==> config.mk <==
export PLATFORM = sky130hd
export DESIGN_NAME = ram_port_arbiter_flat
export DESIGN_NICKNAME = d
export VERILOG_FILES = /design/src/rtl/ram_arb_pkg.sv /design/src/rtl/ram_port_arbiter_if.sv /design/src/rtl/ram_port_arbiter_rr_lock_sel.sv /design/src/rtl/ram_port_arbiter.sv /design/src/flat_wrapper.sv
export SDC_FILE = /design/constraint.sdc
export NUM_CORES = 1
export LEC_CHECK = 0
export CAP_MARGIN = 25
export CORE_AREA = 2 2 170 172
export CTS_BUF_LIST = sky130_fd_sc_hd__clkbuf_16
export DETAILED_ROUTE_END_ITERATION = 6
export DIE_AREA = 0 0 172 174
export PLACE_DENSITY = 0.57
export SYNTH_ARGS = -nofsm -noshare
export SYNTH_HDL_FRONTEND = slang
export SYNTH_SLANG_ARGS = --single-unit
==> constraint.sdc <==
create_clock -name clk -period 4.19 [get_ports clk]
set_input_delay 0.6285 -clock clk [delete_from_list [all_inputs] [get_ports clk]]
set_output_delay 0.6285 -clock clk [all_outputs]
set_load 0.01 [all_outputs]
==> src/rtl/ram_arb_pkg.sv <==
// Shared types for the data-RAM port arbiter.
// Owner encoding, master ids and default bus widths.
package ram_arb_pkg;

  localparam int ARB_ADDR_W = 12;
  localparam int ARB_DATA_W = 64;

  localparam logic MID_0 = 1'b0;
  localparam logic MID_1 = 1'b1;

  typedef enum logic [1:0] {
    OWN_NONE = 2'b00,
    OWN_M0   = 2'b01,
    OWN_M1   = 2'b10
  } owner_t;

  function automatic owner_t own_of(logic id);
    return id ? OWN_M1 : OWN_M0;
  endfunction

endpackage

==> src/rtl/ram_port_arbiter_if.sv <==
// Two-master request/grant bus plus the single RAM port.
// slave = arbiter side, master = masters and RAM side.
interface ram_port_arbiter_if
  import ram_arb_pkg::*;
#(
  parameter int ADDR_W = ARB_ADDR_W,
  parameter int DATA_W = ARB_DATA_W
) ();

  logic              m0_req;
  logic              m0_we;
  logic              m0_lock;
  logic [ADDR_W-1:0] m0_addr;
  logic [DATA_W-1:0] m0_wdata;
  logic              m0_gnt;
  logic              m0_rvalid;
  logic [DATA_W-1:0] m0_rdata;

  logic              m1_req;
  logic              m1_we;
  logic              m1_lock;
  logic [ADDR_W-1:0] m1_addr;
  logic [DATA_W-1:0] m1_wdata;
  logic              m1_gnt;
  logic              m1_rvalid;
  logic [DATA_W-1:0] m1_rdata;

  logic              ram_ce;
  logic              ram_we;
  logic [ADDR_W-1:0] ram_addr;
  logic [DATA_W-1:0] ram_wdata;
  logic [DATA_W-1:0] ram_rdata;

  modport slave (
    input  m0_req, m0_we, m0_lock, m0_addr, m0_wdata,
    output m0_gnt, m0_rvalid, m0_rdata,
    input  m1_req, m1_we, m1_lock, m1_addr, m1_wdata,
    output m1_gnt, m1_rvalid, m1_rdata,
    output ram_ce, ram_we, ram_addr, ram_wdata,
    input  ram_rdata
  );

  modport master (
    output m0_req, m0_we, m0_lock, m0_addr, m0_wdata,
    input  m0_gnt, m0_rvalid, m0_rdata,
    output m1_req, m1_we, m1_lock, m1_addr, m1_wdata,
    input  m1_gnt, m1_rvalid, m1_rdata,
    input  ram_ce, ram_we, ram_addr, ram_wdata,
    output ram_rdata
  );

endinterface

==> src/rtl/ram_port_arbiter_rr_lock_sel.sv <==
// Round-robin winner select with a bounded lock.
// Holds last_win, owner and lock_cnt.
module rr_lock_sel
  import ram_arb_pkg::*;
#(
  parameter int LOCK_MAX = 8
) (
  input  logic clk,
  input  logic rst,
  input  logic req0,
  input  logic req1,
  input  logic lock0,
  input  logic lock1,
  output logic win_id,
  output logic win_vld
);

  localparam logic [8:0] LOCK_LIM = 9'(LOCK_MAX);

  logic       last_win_q, last_win_d;
  owner_t     owner_q, owner_d;
  logic [7:0] lock_cnt_q, lock_cnt_d;
  logic [8:0] cnt_inc;
  logic       win_lock;
  logic       own_lock;

  // An idle owner still blocks the other master.
  always_comb begin
    win_vld = 1'b0;
    win_id  = MID_0;
    unique case (1'b1)
      owner_q == OWN_M0: begin
        win_vld = req0;
        win_id  = MID_0;
      end
      owner_q == OWN_M1: begin
        win_vld = req1;
        win_id  = MID_1;
      end
      owner_q == OWN_NONE && req0 && req1: begin
        win_vld = 1'b1;
        win_id  = ~last_win_q;
      end
      owner_q == OWN_NONE && req0 && !req1: begin
        win_vld = 1'b1;
        win_id  = MID_0;
      end
      owner_q == OWN_NONE && !req0 && req1: begin
        win_vld = 1'b1;
        win_id  = MID_1;
      end
      default: begin
        win_vld = 1'b0;
        win_id  = MID_0;
      end
    endcase
  end

  assign cnt_inc  = {1'b0, lock_cnt_q} + 9'd1;
  assign win_lock = win_id ? lock1 : lock0;
  assign own_lock = (owner_q == OWN_M1) ? lock1 : lock0;

  always_comb begin
    last_win_d = last_win_q;
    owner_d    = owner_q;
    lock_cnt_d = lock_cnt_q;
    if (win_vld) begin
      last_win_d = win_id;
      if (win_lock && cnt_inc < LOCK_LIM) begin
        owner_d    = own_of(win_id);
        lock_cnt_d = cnt_inc[7:0];
      end else begin
        owner_d    = OWN_NONE;
        lock_cnt_d = 8'd0;
      end
    end else if (owner_q != OWN_NONE && !own_lock) begin
      owner_d    = OWN_NONE;
      lock_cnt_d = 8'd0;
    end
  end

  always_ff @(posedge clk or posedge rst) begin
    if (rst) begin
      last_win_q <= MID_1;
      owner_q    <= OWN_NONE;
      lock_cnt_q <= 8'd0;
    end else begin
      last_win_q <= last_win_d;
      owner_q    <= owner_d;
      lock_cnt_q <= lock_cnt_d;
    end
  end

endmodule

==> src/rtl/ram_port_arbiter.sv <==
// Two-master arbiter for the single-port data RAM.
// Define RAM_ARB_STATS_EN to add grant/conflict counters.
module ram_port_arbiter
  import ram_arb_pkg::*;
#(
  parameter int ADDR_W   = ARB_ADDR_W,
  parameter int DATA_W   = ARB_DATA_W,
  parameter int LOCK_MAX = 8
) (
  input  logic clk,
  input  logic rst,
  ram_port_arbiter_if.slave bus
`ifdef RAM_ARB_STATS_EN
  ,
  output logic [31:0] grant_cnt0,
  output logic [31:0] grant_cnt1,
  output logic [31:0] conflict_cnt
`endif
);

  logic              win_id;
  logic              win_vld;
  logic              win_we;
  logic [ADDR_W-1:0] win_addr;
  logic [DATA_W-1:0] win_wdata;

  logic              rsp_pend_q, rsp_pend_d;
  logic              rsp_id_q, rsp_id_d;
  logic [DATA_W-1:0] rdata0_q, rdata0_d;
  logic [DATA_W-1:0] rdata1_q, rdata1_d;

  rr_lock_sel #(
    .LOCK_MAX(LOCK_MAX)
  ) u_sel (
    .clk    (clk),
    .rst    (rst),
    .req0   (bus.m0_req),
    .req1   (bus.m1_req),
    .lock0  (bus.m0_lock),
    .lock1  (bus.m1_lock),
    .win_id (win_id),
    .win_vld(win_vld)
  );

  assign bus.m0_gnt = win_vld && win_id == MID_0;
  assign bus.m1_gnt = win_vld && win_id == MID_1;

  always_comb begin
    win_we    = 1'b0;
    win_addr  = '0;
    win_wdata = '0;
    if (win_vld) begin
      win_we    = win_id ? bus.m1_we    : bus.m0_we;
      win_addr  = win_id ? bus.m1_addr  : bus.m0_addr;
      win_wdata = win_id ? bus.m1_wdata : bus.m0_wdata;
    end
  end

  assign bus.ram_ce    = win_vld;
  assign bus.ram_we    = win_we;
  assign bus.ram_addr  = win_addr;
  assign bus.ram_wdata = win_wdata;

  // rdata passes the RAM through on its response cycle, else holds.
  always_comb begin
    rsp_pend_d = win_vld && !win_we;
    rsp_id_d   = rsp_pend_d ? win_id : rsp_id_q;
    rdata0_d   = rdata0_q;
    rdata1_d   = rdata1_q;
    if (rsp_pend_q && rsp_id_q == MID_0) rdata0_d = bus.ram_rdata;
    if (rsp_pend_q && rsp_id_q == MID_1) rdata1_d = bus.ram_rdata;
  end

  assign bus.m0_rvalid = rsp_pend_q && rsp_id_q == MID_0;
  assign bus.m1_rvalid = rsp_pend_q && rsp_id_q == MID_1;
  assign bus.m0_rdata  = rdata0_d;
  assign bus.m1_rdata  = rdata1_d;

  always_ff @(posedge clk or posedge rst) begin
    if (rst) begin
      rsp_pend_q <= 1'b0;
      rsp_id_q   <= MID_0;
      rdata0_q   <= '0;
      rdata1_q   <= '0;
    end else begin
      rsp_pend_q <= rsp_pend_d;
      rsp_id_q   <= rsp_id_d;
      rdata0_q   <= rdata0_d;
      rdata1_q   <= rdata1_d;
    end
  end

`ifdef RAM_ARB_STATS_EN
  logic [31:0] gcnt0_q, gcnt0_d;
  logic [31:0] gcnt1_q, gcnt1_d;
  logic [31:0] conf_q, conf_d;

  always_comb begin
    gcnt0_d = gcnt0_q + {31'd0, bus.m0_gnt};
    gcnt1_d = gcnt1_q + {31'd0, bus.m1_gnt};
    conf_d  = conf_q + {31'd0, bus.m0_req & bus.m1_req};
  end

  always_ff @(posedge clk or posedge rst) begin
    if (rst) begin
      gcnt0_q <= 32'd0;
      gcnt1_q <= 32'd0;
      conf_q  <= 32'd0;
    end else begin
      gcnt0_q <= gcnt0_d;
      gcnt1_q <= gcnt1_d;
      conf_q  <= conf_d;
    end
  end

  assign grant_cnt0   = gcnt0_q;
  assign grant_cnt1   = gcnt1_q;
  assign conflict_cnt = conf_q;
`endif

endmodule

==> src/flat_wrapper.sv <==
// flat-port wrapper written by rule: the top's interface ports become plain ports
module ram_port_arbiter_flat import ram_arb_pkg::*;
#(
  parameter int ADDR_W   = ARB_ADDR_W,
  parameter int DATA_W   = ARB_DATA_W,
  parameter int LOCK_MAX = 8
)
  (clk, rst, bus_m0_req, bus_m0_we, bus_m0_lock, bus_m0_addr, bus_m0_wdata, bus_m0_gnt, bus_m0_rvalid, bus_m0_rdata, bus_m1_req, bus_m1_we, bus_m1_lock, bus_m1_addr, bus_m1_wdata, bus_m1_gnt, bus_m1_rvalid, bus_m1_rdata, bus_ram_ce, bus_ram_we, bus_ram_addr, bus_ram_wdata, bus_ram_rdata);
  ram_port_arbiter_if #(.ADDR_W(ADDR_W), .DATA_W(DATA_W)) bus_i ();
  input  logic clk;
  input  logic rst;
  input wire logic [$bits(bus_i.m0_req)-1:0] bus_m0_req;
  input wire logic [$bits(bus_i.m0_we)-1:0] bus_m0_we;
  input wire logic [$bits(bus_i.m0_lock)-1:0] bus_m0_lock;
  input wire logic [$bits(bus_i.m0_addr)-1:0] bus_m0_addr;
  input wire logic [$bits(bus_i.m0_wdata)-1:0] bus_m0_wdata;
  output wire logic [$bits(bus_i.m0_gnt)-1:0] bus_m0_gnt;
  output wire logic [$bits(bus_i.m0_rvalid)-1:0] bus_m0_rvalid;
  output wire logic [$bits(bus_i.m0_rdata)-1:0] bus_m0_rdata;
  input wire logic [$bits(bus_i.m1_req)-1:0] bus_m1_req;
  input wire logic [$bits(bus_i.m1_we)-1:0] bus_m1_we;
  input wire logic [$bits(bus_i.m1_lock)-1:0] bus_m1_lock;
  input wire logic [$bits(bus_i.m1_addr)-1:0] bus_m1_addr;
  input wire logic [$bits(bus_i.m1_wdata)-1:0] bus_m1_wdata;
  output wire logic [$bits(bus_i.m1_gnt)-1:0] bus_m1_gnt;
  output wire logic [$bits(bus_i.m1_rvalid)-1:0] bus_m1_rvalid;
  output wire logic [$bits(bus_i.m1_rdata)-1:0] bus_m1_rdata;
  output wire logic [$bits(bus_i.ram_ce)-1:0] bus_ram_ce;
  output wire logic [$bits(bus_i.ram_we)-1:0] bus_ram_we;
  output wire logic [$bits(bus_i.ram_addr)-1:0] bus_ram_addr;
  output wire logic [$bits(bus_i.ram_wdata)-1:0] bus_ram_wdata;
  input wire logic [$bits(bus_i.ram_rdata)-1:0] bus_ram_rdata;
  assign bus_i.m0_req = bus_m0_req;
  assign bus_i.m0_we = bus_m0_we;
  assign bus_i.m0_lock = bus_m0_lock;
  assign bus_i.m0_addr = bus_m0_addr;
  assign bus_i.m0_wdata = bus_m0_wdata;
  assign bus_m0_gnt = bus_i.m0_gnt;
  assign bus_m0_rvalid = bus_i.m0_rvalid;
  assign bus_m0_rdata = bus_i.m0_rdata;
  assign bus_i.m1_req = bus_m1_req;
  assign bus_i.m1_we = bus_m1_we;
  assign bus_i.m1_lock = bus_m1_lock;
  assign bus_i.m1_addr = bus_m1_addr;
  assign bus_i.m1_wdata = bus_m1_wdata;
  assign bus_m1_gnt = bus_i.m1_gnt;
  assign bus_m1_rvalid = bus_i.m1_rvalid;
  assign bus_m1_rdata = bus_i.m1_rdata;
  assign bus_ram_ce = bus_i.ram_ce;
  assign bus_ram_we = bus_i.ram_we;
  assign bus_ram_addr = bus_i.ram_addr;
  assign bus_ram_wdata = bus_i.ram_wdata;
  assign bus_i.ram_rdata = bus_ram_rdata;
  ram_port_arbiter #(.ADDR_W(ADDR_W), .DATA_W(DATA_W), .LOCK_MAX(LOCK_MAX)) u_core (.clk(clk), .rst(rst), .bus(bus_i));
endmodule
# Yosys cells after proc, flatten, opt, wreduce, memory -nomap -nowiden
# Index checks and enable logic that the tools add are counted.
[totals]
input_bits = 224
regBits = 141
word_cells = 54
output_inout_bits = 210
[classes]
reduce_logical = 21
n_lt_le_gt_ge = 1
n_bitwise = 3
muxes = 19
n_addsub = 1
eq_ne = 2
[ops]
columns = ["cell", "n"]
rows = [
  ["two-way mux 64 bit", 4],
  ["two-way mux 12 bit", 2],
  ["two-way mux 8 bit", 3],
  ["logical AND 1 bit", 12],
  ["adder 8 x 1 -> 9 bit, second input constant", 1],
  ["< comparator 9 x 4 -> 1 bit, second input constant", 1],
  ["two-way mux 2 bit", 4],
  ["zero test 1 bit", 4],
  ["two-way mux 1 bit", 4],
  ["nonzero test 2 bit", 2],
  ["NOT 1 bit", 3],
  ["case mux 1 bit (3 select lines)", 1],
  ["OR reduction 3 bit", 1],
  ["equality test 2 x 1 -> 1 bit, second input constant", 1],
  ["equality test 2 bit, second input constant", 1],
  ["zero test 2 bit", 1],
  ["case mux 1 bit (2 select lines)", 1],
  ["OR reduction 2 bit", 1],
]

# Longest topological paths before layout
# Gate-level depths: netlist of run 1.
[depth]
depth_word = 9
mapped_depth = 7
ltp_nobuf = 6

# Modules after synthesis
# A second synthesis of run 1 with hierarchy kept.
[unflattened]
hier_cells = 511
area_unflattened_um2 = 7195.7
[by_module_without_submodules]
columns = ["module", "cells_per_inst", "n_inst", "seq_area_each_um2", "area_per_inst_um2"]
rows = [
  ["ram_port_arbiter", 457, 1, 3253.1, 6627.6],
  ["rr_lock_sel", 54, 1, 276.5, 568.0],
]

# Worst setup path after synthesis of run 1
# No wires, ideal clock.
[synth_timing]
path_kind = "input port to output port"
startpoint = "in bus_m1_req"
endpoint = "out bus_ram_addr[0]"
setup_slack_ps = 1963
cell_stages = 6
t_arrival_ps = 1599
required_ps = 3562
n_path_buf = 2
path_cell_list = "a21boi_2 -> o21ai_2 -> buf_4 -> buf_4 -> nand2_1 -> a21oi_1"
[synth_via]
elab_chain_len = 5
word_cells_on_any_way = 10
cone_classes = "4 x mux; 6 x reduce/logical"
[synth_rtl]
columns = ["element", "line", "rtl"]
rows = [
  ["start: declaration", "flat_wrapper.sv:20", "input wire logic [$bits(bus_i.m1_req)-1:0] bus_m1_req;"],
  ["logical AND 1 bit / zero test 1 bit (equally long branches)", "ram_port_arbiter_rr_lock_sel.sv:48, ram_port_arbiter_rr_lock_sel.sv:44", ""],
  ["OR reduction 2 bit (no line) / logical AND 1 bit (equally long branches)", "--", ""],
  ["case mux 1 bit (2 select lines) / OR reduction 3 bit (equally long branches)", "--", ""],
  ["two-way mux 12 bit / case mux 1 bit (3 select lines) (equally long branches)", "ram_port_arbiter.sv:54, ram_port_arbiter_rr_lock_sel.sv:31", ""],
  ["two-way mux 12 bit *", "ram_port_arbiter.sv:52", "if (win_vld) begin"],
  ["end: declaration", "flat_wrapper.sv:30", "output wire logic [$bits(bus_i.ram_addr)-1:0] bus_ram_addr;"],
]
# Every way passes the cells marked *; elsewhere a longest branch is shown, timed or not.

# Worst setup path after layout of run 1
[layout_timing]
startpoint = "in bus_m1_req"
endpoint = "out bus_ram_wdata[25]"
[layout_via]
elab_chain_len = 5
word_cells_on_any_way = 10
cone_classes = "4 x mux; 6 x reduce/logical"
[layout_rtl]
columns = ["element", "line", "rtl"]
rows = [
  ["logical AND 1 bit / zero test 1 bit (equally long branches)", "ram_port_arbiter_rr_lock_sel.sv:48, ram_port_arbiter_rr_lock_sel.sv:44", ""],
  ["OR reduction 2 bit (no line) / logical AND 1 bit (equally long branches)", "--", ""],
  ["case mux 1 bit (2 select lines) / OR reduction 3 bit (equally long branches)", "--", ""],
  ["two-way mux 64 bit / case mux 1 bit (3 select lines) (equally long branches)", "ram_port_arbiter.sv:55, ram_port_arbiter_rr_lock_sel.sv:31", ""],
  ["two-way mux 64 bit *", "ram_port_arbiter.sv:52", ""],
  ["end: declaration", "flat_wrapper.sv:31", "output wire logic [$bits(bus_i.ram_wdata)-1:0] bus_ram_wdata;"],
]
# Marks and branches as above.

==> summary.md, run 1 <==
| Metric | Value |
|---|---|
| Global-route wire length before repair | ~38000 microns |
| WL/cell | around 19 microns |
| Reg-to-Reg Start | u_core.rsp_id_q |
| Worst relative slew slack | 51.5% |
| RSZ-0062 raised after global routing | false |
| Tot Pwr | approximately 0.0089 W |
| Vias per inst | 4.28 |
| Setup crit start kind | input pin |
| Maximum capacitance violations | 0 |
| RR Endpoint | u_core.rdata0_q[28] |
| I/O pin cnt | 434 |
| Top FF cell, synth | dfrtp_1 |
| Sw frac | 33.6% |
| Area growth, synth to finish | 85.2% |
| Final #Nets | 1246 |
| Slew at the pin closest to its max-slew limit | 0.726 ns |
| Final min period | 3.76 ns |
| Critical Path Fanout Max | 24 |
| Critical path capture point type | output pin |
| Yosys cell types | 28 |
| Clk buf depth | 2 |
| Fmax | 266 MHz |
| Worst Path Arrival | 3.13 ns |
| Register share of total power | 24.5% |
| Via count | 6083 |
| Final WL | approximately 26000 microns |
| Num rows | 62 |
| R2R setup slack | ~2.3 ns |
| Lkg Pwr | about 5 nW |
| Worst EP required | about 3.6 ns |
| CP endpoint | bus_ram_wdata[25] |
| DRC | 0 |
| VDD IR max | 0.237 mV |
| Post-route ant nets | 0 |
| Reg clk slew, reported paths | roughly 0.050 ns |
| Post-route insts no fill | 1420 |
| Final Hold Vio Count | 0 |
| Hpwl dp | 21000 microns |
| Drt first-iter violations | 265 |
| Area occupied by registers | 3530 sq um |
| Cts repair resizes | 0 |
| Layout cell share with drive strength beyond 1 | approximately 17% |
| Int Power | 0.00592 W |
| Clock power share | 18.1% |
| Initial core utilization | 22.8% |
| Setup bufs post-CTS | 0 |
| Total die area | approximately 30000 sq um |
| Largest net degree at the start of global routing | between 70 and 80 |
| Total track usage | 17.0% |
| Switching power | 0.00300 W |
| Clock sinks | roughly 140 |
| TritonRoute pass-1 iters | 4 |
| Global route overflow | 0 |
| Dpl cells | 1386 |
| Setup TNS | 0 ns |
| EDFF count, synth | 0 |
| Setup violations, final | 0 |
| Clock insertion delay at the later pin of the skew report | 0.42 ns |
| Post-Syn Area | 6450 sq um |
| CP Class | input pin to output pin |
| Core box area | 28200 sq um |
| Max-slew violations | 0 |
| Fillers | around 2800 |
| Area of the multi-input gates | about 2700 sq um |
| Worst Skew | slightly above 0.01 ns |
| # hold bufs at CTS | 0 |
| Cts bufs inserted | 17 |
| Number of buffers inserted by port buffering | 433 |
| Most common cell after layout, fill and taps aside | clkdlybuf4s50_1 |
| Most frequent cells in the layout | clkdlybuf4s50_1 (433), nand2_1 (161), dfrtp_1 (140) |
| Worst hold path type | register to register |
| Status | finished clean |
| Die Y | 174 microns |
| Fin Hold WS | 0.493 ns |
| Final RePlAce weighted congestion | 0.989 |
| Final worst path period share | 89.7% |
| Sequential area share after synthesis | 54.7% |
| Initial antenna violation count | 1 |
| Cells after Synth | 593 |
| Pwr/cell area | 747 nW/um^2 |
| FFs w/ async S/R, synth | 100% |
| Yosys warns | 0 |
| R2R depth | 3 |
| Width of the die | 172 microns |
| Syn_nets | 818 |
| TritonCTS clock tree | yes |
| CP startpoint | bus_m1_req |
| # H-tree levels | 4 |
| CTS root buf | clkbuf_16 |
| Post-synthesis register bit count | 141 |
| Share of total power in combinational logic | 57.4% |
| Vias in the first global route | 6287 |
| Syn avg cell area | 10.9 sq um |
==> how the worst min path moves through the flow <==
| stage | startpoint | to | cells after the start |
|---|---|---|---|
| 5_1_grt | u_core.rdata0_q[52] | u_core.rdata0_q[52] | 1 |
| 6_report | u_core.rdata0_q[9] | u_core.rdata0_q[9] | 1 |
| 2_1_floorplan | u_core.u_sel.lock_cnt_q[6] | u_core.u_sel.lock_cnt_q[6] | 1 |
| 4_1_cts | u_core.rdata1_q[7] | u_core.rdata1_q[7] | 1 |
| 3_5_place_dp | u_core.u_sel.lock_cnt_q[6] | u_core.u_sel.lock_cnt_q[6] | 1 |
| 3_3_place_gp | u_core.u_sel.lock_cnt_q[6] | u_core.u_sel.lock_cnt_q[6] | 1 |
==> critical path, stage by stage <==
cell and delay [ns]:
clkdlybuf4s50_1 0.55, a21boi_2 0.27, o21a_2 0.52, buf_12 0.23
nand2_1 0.07, a21oi_1 0.23, clkdlybuf4s50_1 0.62
==> power groups by stage <==
stage | combinational [W] | clock [W] | sequential (W)
CTS | 0.00520 | 0.00167 | 0.00219
global route | 0.00546 | 0.00172 | 0.00226
global placement | 0.00515 | 0 | 0.00219
finish | 0.00512 | 0.00162 | 0.00219
detailed placement | 0.00518 | 0 | 0.00222
floorplan | 0.00232 | 0 | 0.00216
==> cell type report <==
| cell class | count | share of cell area [%] |
|---|---|---|
| clock buffers | 17 | 3.56 |
| inverters | 6 | 0.220 |
| multi-input cells | 406 | 22.7 |
| diodes | 2 | 0.0419 |
| repair buffers | 449 | 38.1 |
| well taps | 384 | 4.02 |
| flip-flops and latches | 141 | 29.6 |
| clock inverters | 15 | 1.72 |
==> registers in the layout, indices dropped and copies added, names as in the netlist <==
register	cells
u_core.rsp_id_q	1
u_core.u_sel.owner_q	2
u_core.u_sel.last_win_q	1
u_core.rdata1_q	64
u_core.rsp_pend_q	1
u_core.u_sel.lock_cnt_q	8
u_core.rdata0_q	64
==> per-stage QoR <==
step	setup WS, ns	utilization [%]	instance area, sq um
2_1_floorplan	1.80	-	6450
3_3_place_gp	0.427	40.0	11300
3_5_place_dp	0.408	40.0	11300
4_1_cts	0.398	42.3	11900
5_1_grt	0.353	42.3	11900
6_report	0.432	42.3	11900
==> metal layers <==
| metal | part of all wire (%) | wire, microns | GRT usage, % |
|---|---|---|---|
| met1 | 37 | 9720 | 18.3 |
| met4 | 4.2 | 1100 | 7.70 |
| met2 | 48 | 12700 | 29.0 |
| met5 | 0 | 0 | 0 |
| met3 | 11 | 2860 | 7.04 |
==> synthesized netlist by cell type, types with 4 or more instances <==
cell type  instances  area share [%]
a21oi_1           78             6.1
dfrtp_1          140              54
nor2b_1            4            0.39
o21ai_0            6            0.47
nor2_1             5            0.29
buf_2             30             2.3
mux2_2           128              22
inv_1              6            0.35
and2_1             6            0.58
buf_4              4            0.47
clkbuf_1           5            0.29
nand2_1          162             9.4
==> cell families after synthesis <==
family                     count (synthesis)  share of synthesized area (%)
and+or+nand+nor                          183                           11.3
DFF                                      141                           54.7
muxes                                    129                           22.5
AOI/OAI and AO/OA                         93                           7.68
buffers and inverters                     46                           3.61
adders and majority gates                  1                          0.194
(Power assumes the default switching activity.)
==> run 2: changes to the inputs <==
CTS_BUF_LIST = sky130_fd_sc_hd__clkbuf_2 sky130_fd_sc_hd__clkbuf_4 sky130_fd_sc_hd__clkbuf_8   (was sky130_fd_sc_hd__clkbuf_16)
==> summary.md, run 2 (same netlist as run 1, synthesis figures left out) <==
| Metric | Value |
|---|---|
| Maximum capacitance violations | 0 (unchanged) |
| Num rows | 62 (unchanged) |
| Initial core utilization | 22.8% (unchanged) |
| RSZ-0062 raised after global routing | false (unchanged) |
| Cts bufs inserted | 17 (unchanged) |
| Reg-to-Reg Start | u_core.rsp_id_q (unchanged) |
| Area growth, synth to finish | 82.8% (was 85.2%) |
| Worst EP required | 3.56 ns (about the same) |
| Final RePlAce weighted congestion | 0.989 (unchanged) |
| Final min period | 3.77 ns (was 3.76 ns) |
| Via count | 6060 (was 6083) |
| Max-slew violations | 0 (unchanged) |
| Vias in the first global route | 6293 (was 6287) |
| Worst relative slew slack | 51.6% (was 51.5%) |
| Most frequent cell on the critical path | clkdlybuf4s50_1 (unchanged) |
| Initial antenna violation count | 1 (unchanged) |
| Worst Path Arrival | 3.14 ns (was 3.13 ns) |
| Pwr/cell area | 730 nW/um^2 (was 747 nW/um^2) |
| Final worst path period share | 89.9% (was 89.7%) |
| WL/cell | 18.6 microns (was 18.5 microns) |
| Drt first-iter violations | 249 (was 265) |
| Lkg Pwr | 4.80 nW (was 4.87 nW) |
| # hold bufs at CTS | 0 (unchanged) |
| Number of buffers inserted by port buffering | 433 (unchanged) |
| Critical Path Fanout Max | 24 (unchanged) |
| Final WL | 26400 microns (was 26300 microns) |
| Most common cell after layout, fill and taps aside | clkdlybuf4s50_1 (unchanged) |
| DRC | 0 (unchanged) |
| Min-Delay Startpoint | u_core.rdata0_q[9] (unchanged) |
| Setup violations, final | 0 (unchanged) |
| # H-tree levels | 4 (unchanged) |
| Largest regs | u_core.rdata0_q (64), u_core.rdata1_q (64), u_core.u_sel.lock_cnt_q (8) (unchanged) |
| Placed Area | 11300 sq um (unchanged) |
| CP Class | input pin to output pin (unchanged) |
| Hpwl dp | 21000 microns (unchanged) |
| Slew at the pin closest to its max-slew limit | 0.725 ns (was 0.726 ns) |
| Critical path capture point type | output pin (unchanged) |
| VDD IR max | 0.199 mV (was 0.237 mV) |
| Total track usage | 17.2% (was 17.0%) |
| Core box area | 28200 sq um (unchanged) |
| Total die area | 29900 sq um (unchanged) |
| Worst Skew | 0.0173 ns (was 0.0101 ns) |
| Setup bufs post-CTS | 0 (unchanged) |
| Reg clk slew, reported paths | 0.07 ns (was 0.05 ns) |
| Crit-path cells | clkdlybuf4s50_1 -> a21boi_2 -> o21a_2 -> buf_12 -> nand2_1 -> a21oi_1 -> clkdlybuf4s50_1 (unchanged) |
| CP startpoint | bus_m1_req (unchanged) |
| R2R setup slack | 2.22 ns (was 2.25 ns) |
| Setup TNS | 0 ns (unchanged) |
| Final Hold Vio Count | 0 (unchanged) |
| Die Y | 174 microns (unchanged) |
| Post-route ant nets | 0 (unchanged) |
| Clock sinks | 141 (unchanged) |
| Worst hold path type | register to register (unchanged) |
| Clock insertion delay at the later pin of the skew report | 0.46 ns (was 0.42 ns) |
| CTS root buf | clkbuf_8 (was clkbuf_16) |
| Global route overflow | 0 (unchanged) |
| I/O pin cnt | 434 (unchanged) |
| Vias per inst | 4.27 (was 4.28) |
| Final #Nets | 1246 (unchanged) |
| Final Cell Area | 11800 sq um (was 11900 sq um) |
| CP max stage cell | clkdlybuf4s50_1 (unchanged) |
| Clk buf depth | 2 (unchanged) |
| Fmax | 265 MHz (was 266 MHz) |
| TritonCTS clock tree | yes (unchanged) |
| Largest net degree at the start of global routing | 74 (unchanged) |
| Width of the die | 172 microns (unchanged) |
| Most frequent cells in the layout | clkdlybuf4s50_1 (433), nand2_1 (161), dfrtp_1 (140) (unchanged) |
| Global-route wire length before repair | 38000 microns (was 37900 microns) |
| Critical Path Max Stage Delay | 0.63 ns (was 0.62 ns) |
| Cts repair resizes | 0 (unchanged) |
| TritonRoute pass-1 iters | 5 (was 4) |
| Layout cell share with drive strength beyond 1 | 17.9% (was 17.4%) |
| Status | finished clean (unchanged) |
| Setup crit start kind | input pin (unchanged) |
==> run 2: changes by cell type in the layout (fill, tap and decap cells not counted), sizes merged <==
cell / change
clkbuf: +5
clkinv: -3
inv: -2
==> run 2: final timing paths <==
| kind | depth (start not counted) | endpoint |
|---|---|---|
| worst max-delay path | 7 | bus_ram_wdata[25] |
| worst min-delay path | 1 | u_core.rdata0_q[9] |
| worst max register to register | 3 | u_core.rdata0_q[28] |
| worst min register to register | 1 | u_core.rdata0_q[9] |
| max in group asynchronous | 3 | u_core.rdata0_q[45] |
| min in group asynchronous | 2 | u_core.rdata1_q[43] |
==> run 2: per-layer routing <==
metal	global-route usage [%]	vias up	share of wire [%]
li1	-	2851	-
met1	18.4	2863	37
met2	29.3	305	48
met3	7.08	41	10
met4	7.91	0	4.0
met5	0	-	0
==> run 2: final cells by class <==
class                      count  area [sq um]
fill                        2801         16400
sequential                   141          3530
tap                          384           480
timing repair buffer         449          4550
clock buffer                  22           290
inverter                       6          26.3
clock inverter                10           186
multi-input combinational    406          2720
antenna                        2          5.00
==> run 2: through the flow <==
step | util, % | std cells | hold slack [ns] | total power (W) | setup WS [ns]
2_1_floorplan | - | 593 | 0.454 | 0.00448 | 1.80
3_3_place_gp | 40.0 | 1386 | 0.475 | 0.00734 | 0.427
3_5_place_dp | 40.0 | 1386 | 0.479 | 0.00739 | 0.408
4_1_cts | 41.7 | 1418 | 0.501 | 0.00873 | 0.398
5_1_grt | 41.7 | 1419 | 0.512 | 0.00912 | 0.353
6_report | 41.7 | 1420 | 0.498 | 0.00860 | 0.423
==> run 2: report_power, final <==
| part | internal [W] | switching, W | leakage (nW) |
|---|---|---|---|
| clock network | 0.000770 | 0.000529 | 0.232 |
| registers | 0.00202 | 0.000166 | 1.67 |
| logic | 0.00285 | 0.00226 | 2.90 |
| total | 0.00564 | 0.00296 | 4.80 |
==> run 2: worst max-delay path: cells and delay by family <==
kind | cells | cell delay (ns)
buf+inv | 3 | 1.41
compound gates | 3 | 1.03
simple gates | 1 | 0.07
==> variant 1: new RTL, config.mk and constraints of run 1 <==
`LOCK_MAX` is set to 8 in 3 places; all go to 7.
--- a/src/rtl/ram_port_arbiter_rr_lock_sel.sv
+++ b/src/rtl/ram_port_arbiter_rr_lock_sel.sv
@@ -3,7 +3,7 @@
 module rr_lock_sel
   import ram_arb_pkg::*;
 #(
-  parameter int LOCK_MAX = 8
+  parameter int LOCK_MAX = 7
 ) (
   input  logic clk,
   input  logic rst,
--- a/src/rtl/ram_port_arbiter.sv
+++ b/src/rtl/ram_port_arbiter.sv
@@ -5,7 +5,7 @@
 #(
   parameter int ADDR_W   = ARB_ADDR_W,
   parameter int DATA_W   = ARB_DATA_W,
-  parameter int LOCK_MAX = 8
+  parameter int LOCK_MAX = 7
 ) (
   input  logic clk,
   input  logic rst,
--- a/src/flat_wrapper.sv
+++ b/src/flat_wrapper.sv
@@ -3,7 +3,7 @@
 #(
   parameter int ADDR_W   = ARB_ADDR_W,
   parameter int DATA_W   = ARB_DATA_W,
-  parameter int LOCK_MAX = 8
+  parameter int LOCK_MAX = 7
 )
   (clk, rst, bus_m0_req, bus_m0_we, bus_m0_lock, bus_m0_addr, bus_m0_wdata, bus_m0_gnt, bus_m0_rvalid, bus_m0_rdata, bus_m1_req, bus_m1_we, bus_m1_lock, bus_m1_addr, bus_m1_wdata, bus_m1_gnt, bus_m1_rvalid, bus_m1_rdata, bus_ram_ce, bus_ram_we, bus_ram_addr, bus_ram_wdata, bus_ram_rdata);
   ram_port_arbiter_if #(.ADDR_W(ADDR_W), .DATA_W(DATA_W)) bus_i ();
Formal check against the unedited RTL: same outputs for any inputs over 4 cycles, from zero or initial values and one cycle with rst high; that may be too few to reach the edited logic, so the function may still have changed.
==> variant 1 against run 1 <==
Cell area hardly changed. Highest routed layer is now met5. Total power shrank 2.0%. Area after synthesis rose by 0.64%. Wire length decreased by 2.3%. Worst setup slack got worse by 0.027 ns. Sequential cell count is the same. Count of clock-buffer cells in the layout is the same.
==> variant 1: results (changes against run 1) <==
status=finished clean; Synth Area in XOR/XNOR=0.405% (+0.40 points); Worst EP arrival=3.16 ns (+0.03 ns); Slew Limit Fails=0 (unchanged); First-pass DRT Iterations=4 (unchanged); Final period util=90.3% (+0.65 points); vias per cell=4.25 (-0.72%); GR Util met3=6.81% (-0.23 points); clk_skew=0.0105 ns (+0.000335 ns); worst min path class=flop to flop; Adder-Cell Fraction of Synth Area=0.347% (+0.15 points); pin count of the biggest net entering global routing=83 (+12%); synth top area cells=dfrtp_1 (54%), mux2_2 (22%), nand2_1 (9.4%); GP Congestion=0.844 (-15%); GRT Overall Usage=16.7% (-0.32 points); Worst Path Max Fanout=41 (+71%); Starting DRT DRC Count=307 (+16%); ys async rst share=100% (unchanged); reg2reg setup slack=2.16 ns (-0.09 ns); met1 Usage GRT=22.0% (+3.6 points); slew margin rel.=52.4% (+0.95 points); Clock transition at path regs=0.06 ns; vias in the first global route=6246 (-0.65%); main flop type after synthesis=dfrtp_1; mux share of post-synthesis cell area=22.9% (+0.40 points); diode count=0 (-2); Synth Area in Compound Gates=7.52% (-0.16 points); TritonCTS buffer count=17 (unchanged); WHS=0.490 ns (-0.00293 ns); share of layout cells above drive strength 1=17.7% (+0.32 points); Final Non-Filler Cells=1422 (+0.14%); Max IR drop VDD=0.313 mV (+32%); Post-Syn Nets=825 (+0.86%); routed len/inst=18.1 um (-2.4%); Synth cell types=31 (+11%); syn avg cell area=10.8 um2 (-0.53%); global-route wire length before repair=38.1 mm (+0.51%); top post-synthesis cells by count=nand2_1 (162), dfrtp_1 (140), mux2_2 (128); Seq/Total Area, Yosys=54.4% (-0.35 points); dpl hpwl=19.7 mm (-6.1%); worst slack after detailed placement=0.440 ns (+0.0323 ns); P_leak=0.00486 uW (-0.14%); met2 Use GR=25.8% (-3.2 points); final net count=1250 (+0.32%)
## variant 1: cell types whose count changed after synthesis, moves of 3 or more
| cell | run 1 | this run |
|---|---|---|
| buf_4 | 4 | 0 |
| o21ai_0 | 6 | 3 |
| buf_1 | 0 | 5 |
| o41ai_1 | 0 | 3 |
| buf_2 | 30 | 17 |
| clkbuf_1 | 5 | 18 |
## variant 1: final cells by class
class | count | area, um2
clock buffer | 17 | 425
clock inverter | 15 | 193
fill | 2736 | 16300
inverter | 7 | 30.0
multi-input combinational | 412 | 2800
sequential | 141 | 3530
tap | 384 | 480
timing repair buffer | 446 | 4490
## variant 1: kinds of logic after synthesis
family	Yosys count
xor+xnor	3
buf+inv	47
mux	132
fa+ha+maj	2
compound gates	90
flops	141
simple gates	185
## variant 1: worst paths after layout
kind,from,end,cells after the start
setup / recovery,bus_m0_req,bus_ram_wdata[55],8
hold / removal,u_core.rdata1_q[53],u_core.rdata1_q[53],1
setup reg to reg,u_core.u_sel.lock_cnt_q[0],u_core.u_sel.lock_cnt_q[0],6
hold reg to reg,u_core.rdata1_q[53],u_core.rdata1_q[53],1
max in group asynchronous,rst,u_core.rdata0_q[35],3
min in group asynchronous,rst,u_core.rdata1_q[62],2
## variant 1: metal layers
metal  share of wire, %  vias to the layer above
met1                 43                     2907
met4                1.1                        2
met2                 46                      239
met3                 10                       18
li1                   -                     2882
met5              0.039                        -
## variant 1: critical path, stage by stage
cell,delay (ns)
clkdlybuf4s50_1,0.48
nand2_1,0.06
a21oi_1,0.27
or2_2,0.39
buf_12,0.26
nand2_1,0.08
a21oi_1,0.32
clkdlybuf4s50_1,0.66
## variant 1: power by group
part           internal, uW  switching, uW
Clock                   914            680
Combinational          2760           2190
Sequential             2020            175
## variant 1: metrics by stage
step                cell area, um2  utilization, %
floorplan                     6490               -
detailed placement           11300            40.1
global route                 11900            42.3
global placement             11300            40.1
finish                       11900            42.3
CTS                          11900            42.3
==> variant 2: new RTL, flow settings as in run 1 <==
Made on the original files. The 3 values of `owner_t` get a one-hot encoding in 3 bits.
--- a/src/rtl/ram_arb_pkg.sv
+++ b/src/rtl/ram_arb_pkg.sv
@@ -8,10 +8,10 @@
   localparam logic MID_0 = 1'b0;
   localparam logic MID_1 = 1'b1;
 
-  typedef enum logic [1:0] {
-    OWN_NONE = 2'b00,
-    OWN_M0   = 2'b01,
-    OWN_M1   = 2'b10
+  typedef enum logic [2:0] {
+    OWN_NONE = 3'b001,
+    OWN_M0   = 3'b010,
+    OWN_M1   = 3'b100
   } owner_t;
 
   function automatic owner_t own_of(logic id);
Behaviour: same outputs for any inputs over 4 cycles, from zero or initial values and one cycle with rst high; so few cycles prove little.
==> variant 2 against run 1 <==
Worst setup slack got worse by 0.068 ns. Area after synthesis increased by 2.2%. Count of clock-buffer cells in the layout unchanged. Sequential cell count increased by 1. Die area unchanged. Wire length increased by 8.3%. Total power increased by 7.8%. Non-clock buffer count decreased by 3. Critical path depth increased by 1. Cell area increased by 0.18%. Critical path type unchanged. Highest routed layer is now met5.
==> variant 2: results (changes against run 1) <==
GR Util met3=6.19% (-0.84 points); capturing point of the worst reg2reg path=u_core.rsp_pend_q; status=finished clean; met1 Usage GRT=18.9% (+0.53 points); top sig layer=met5; Worst Setup EP=bus_ram_wdata[2]; GRT Overall Usage=18.3% (+1.2 points); Hold Crit Start=u_core.u_sel.lock_cnt_q[4]; actual slew at the worst max-slew pin=0.707 ns (-0.0195 ns); wire length on met2=14.5 mm (+15%); Hold Path End=u_core.u_sel.lock_cnt_q[4]; share of layout cells above drive strength 1=17.8% (+0.36 points); Post-Syn Nets=831 (+1.6%); Routed WL=28.5 mm (+8.3%); dpl hpwl=22.5 mm (+7.3%); antenna violations before repair=2 (+1); internal power=6050 uW (+2.2%); Worst Path Max Fanout=27 (+13%); R2R depth=6 (+3); top post-synthesis cells by count=nand2_1 (160), dfrtp_1 (140), mux2_2 (128); Seq/Total Area, Yosys=53.9% (-0.80 points); global-route wire length before repair=39.7 mm (+4.8%); worst reg2reg path startpoint=u_core.u_sel.owner_q[0]; M1 WL=10.3 mm (+6.0%); Final period util=91.3% (+1.6 points); final net count=1253 (+0.56%); met2 Use GR=32.9% (+3.8 points); Yosys top cell area share=53.1% (-1.2 points); Max IR drop VDD=0.261 mV (+10%); Synth cell types=38 (+36%); pin count of the biggest net entering global routing=86 (+16%); fill count=2772 (-0.43%); reg2reg setup slack=1.76 ns (-0.49 ns)
variant 2: cells by family (layout without fill, tap and decap cells):
| kind of cell | Yosys count | count (layout) | share of synthesized area [%] |
|---|---|---|---|
| AO/OA/AOI/OAI | 96 | 96 | 8.07 |
| XOR/XNOR | 1 | 1 | 0.133 |
| adder cells (fa/ha/maj) | 1 | 1 | 0.190 |
| buffers and inverters | 49 | 484 | 3.78 |
| flip-flops | 142 | 142 | 53.9 |
| multiplexers | 129 | 129 | 22.0 |
| other | 0 | 1 | 0 |
| AND/OR/NAND/NOR | 188 | 188 | 11.9 |
variant 2: worst max-delay path, cell delays in order:
cell and delay [ns]:
clkdlybuf4s50_1 0.41, and3b_2 0.24, a21boi_2 0.20, or2_2 0.47
buf_4 0.39, nand2_1 0.10, a21oi_1 0.18, clkdlybuf4s50_1 0.57
variant 2: final cells by class:
cell class / instances / area share [%]
Antenna cell: 1 / 0.0209
Clock buffer: 17 / 3.56
Clock inverter: 15 / 1.58
Inverter: 6 / 0.220
Multi-Input combinational cell: 415 / 23.5
Sequential cell: 142 / 29.7
Tap cell: 384 / 4.02
Timing Repair Buffer: 446 / 37.4
variant 2: power groups by stage:
stage                     clock, uW  sequential, uW  combinational, uW
after floorplan                   0            2180               2690
after global placement            0            2230               5830
after detailed placement          0            2260               5850
after CTS                      1660            2240               5880
after global routing           1710            2300               6140
final                          1600            2230               5780
variant 2: stage by stage:
stage / utilization [%] / power, uW / cells / hold slack [ns] / instance area (um2)
floorplan: - / 4860 / 606 / 0.444 / 6600
global placement: 40.2 / 8060 / 1393 / 0.462 / 11300
detailed placement: 40.2 / 8120 / 1393 / 0.466 / 11300
CTS: 42.4 / 9780 / 1425 / 0.484 / 12000
global route: 42.4 / 10200 / 1426 / 0.507 / 12000
finish: 42.4 / 9620 / 1426 / 0.482 / 12000
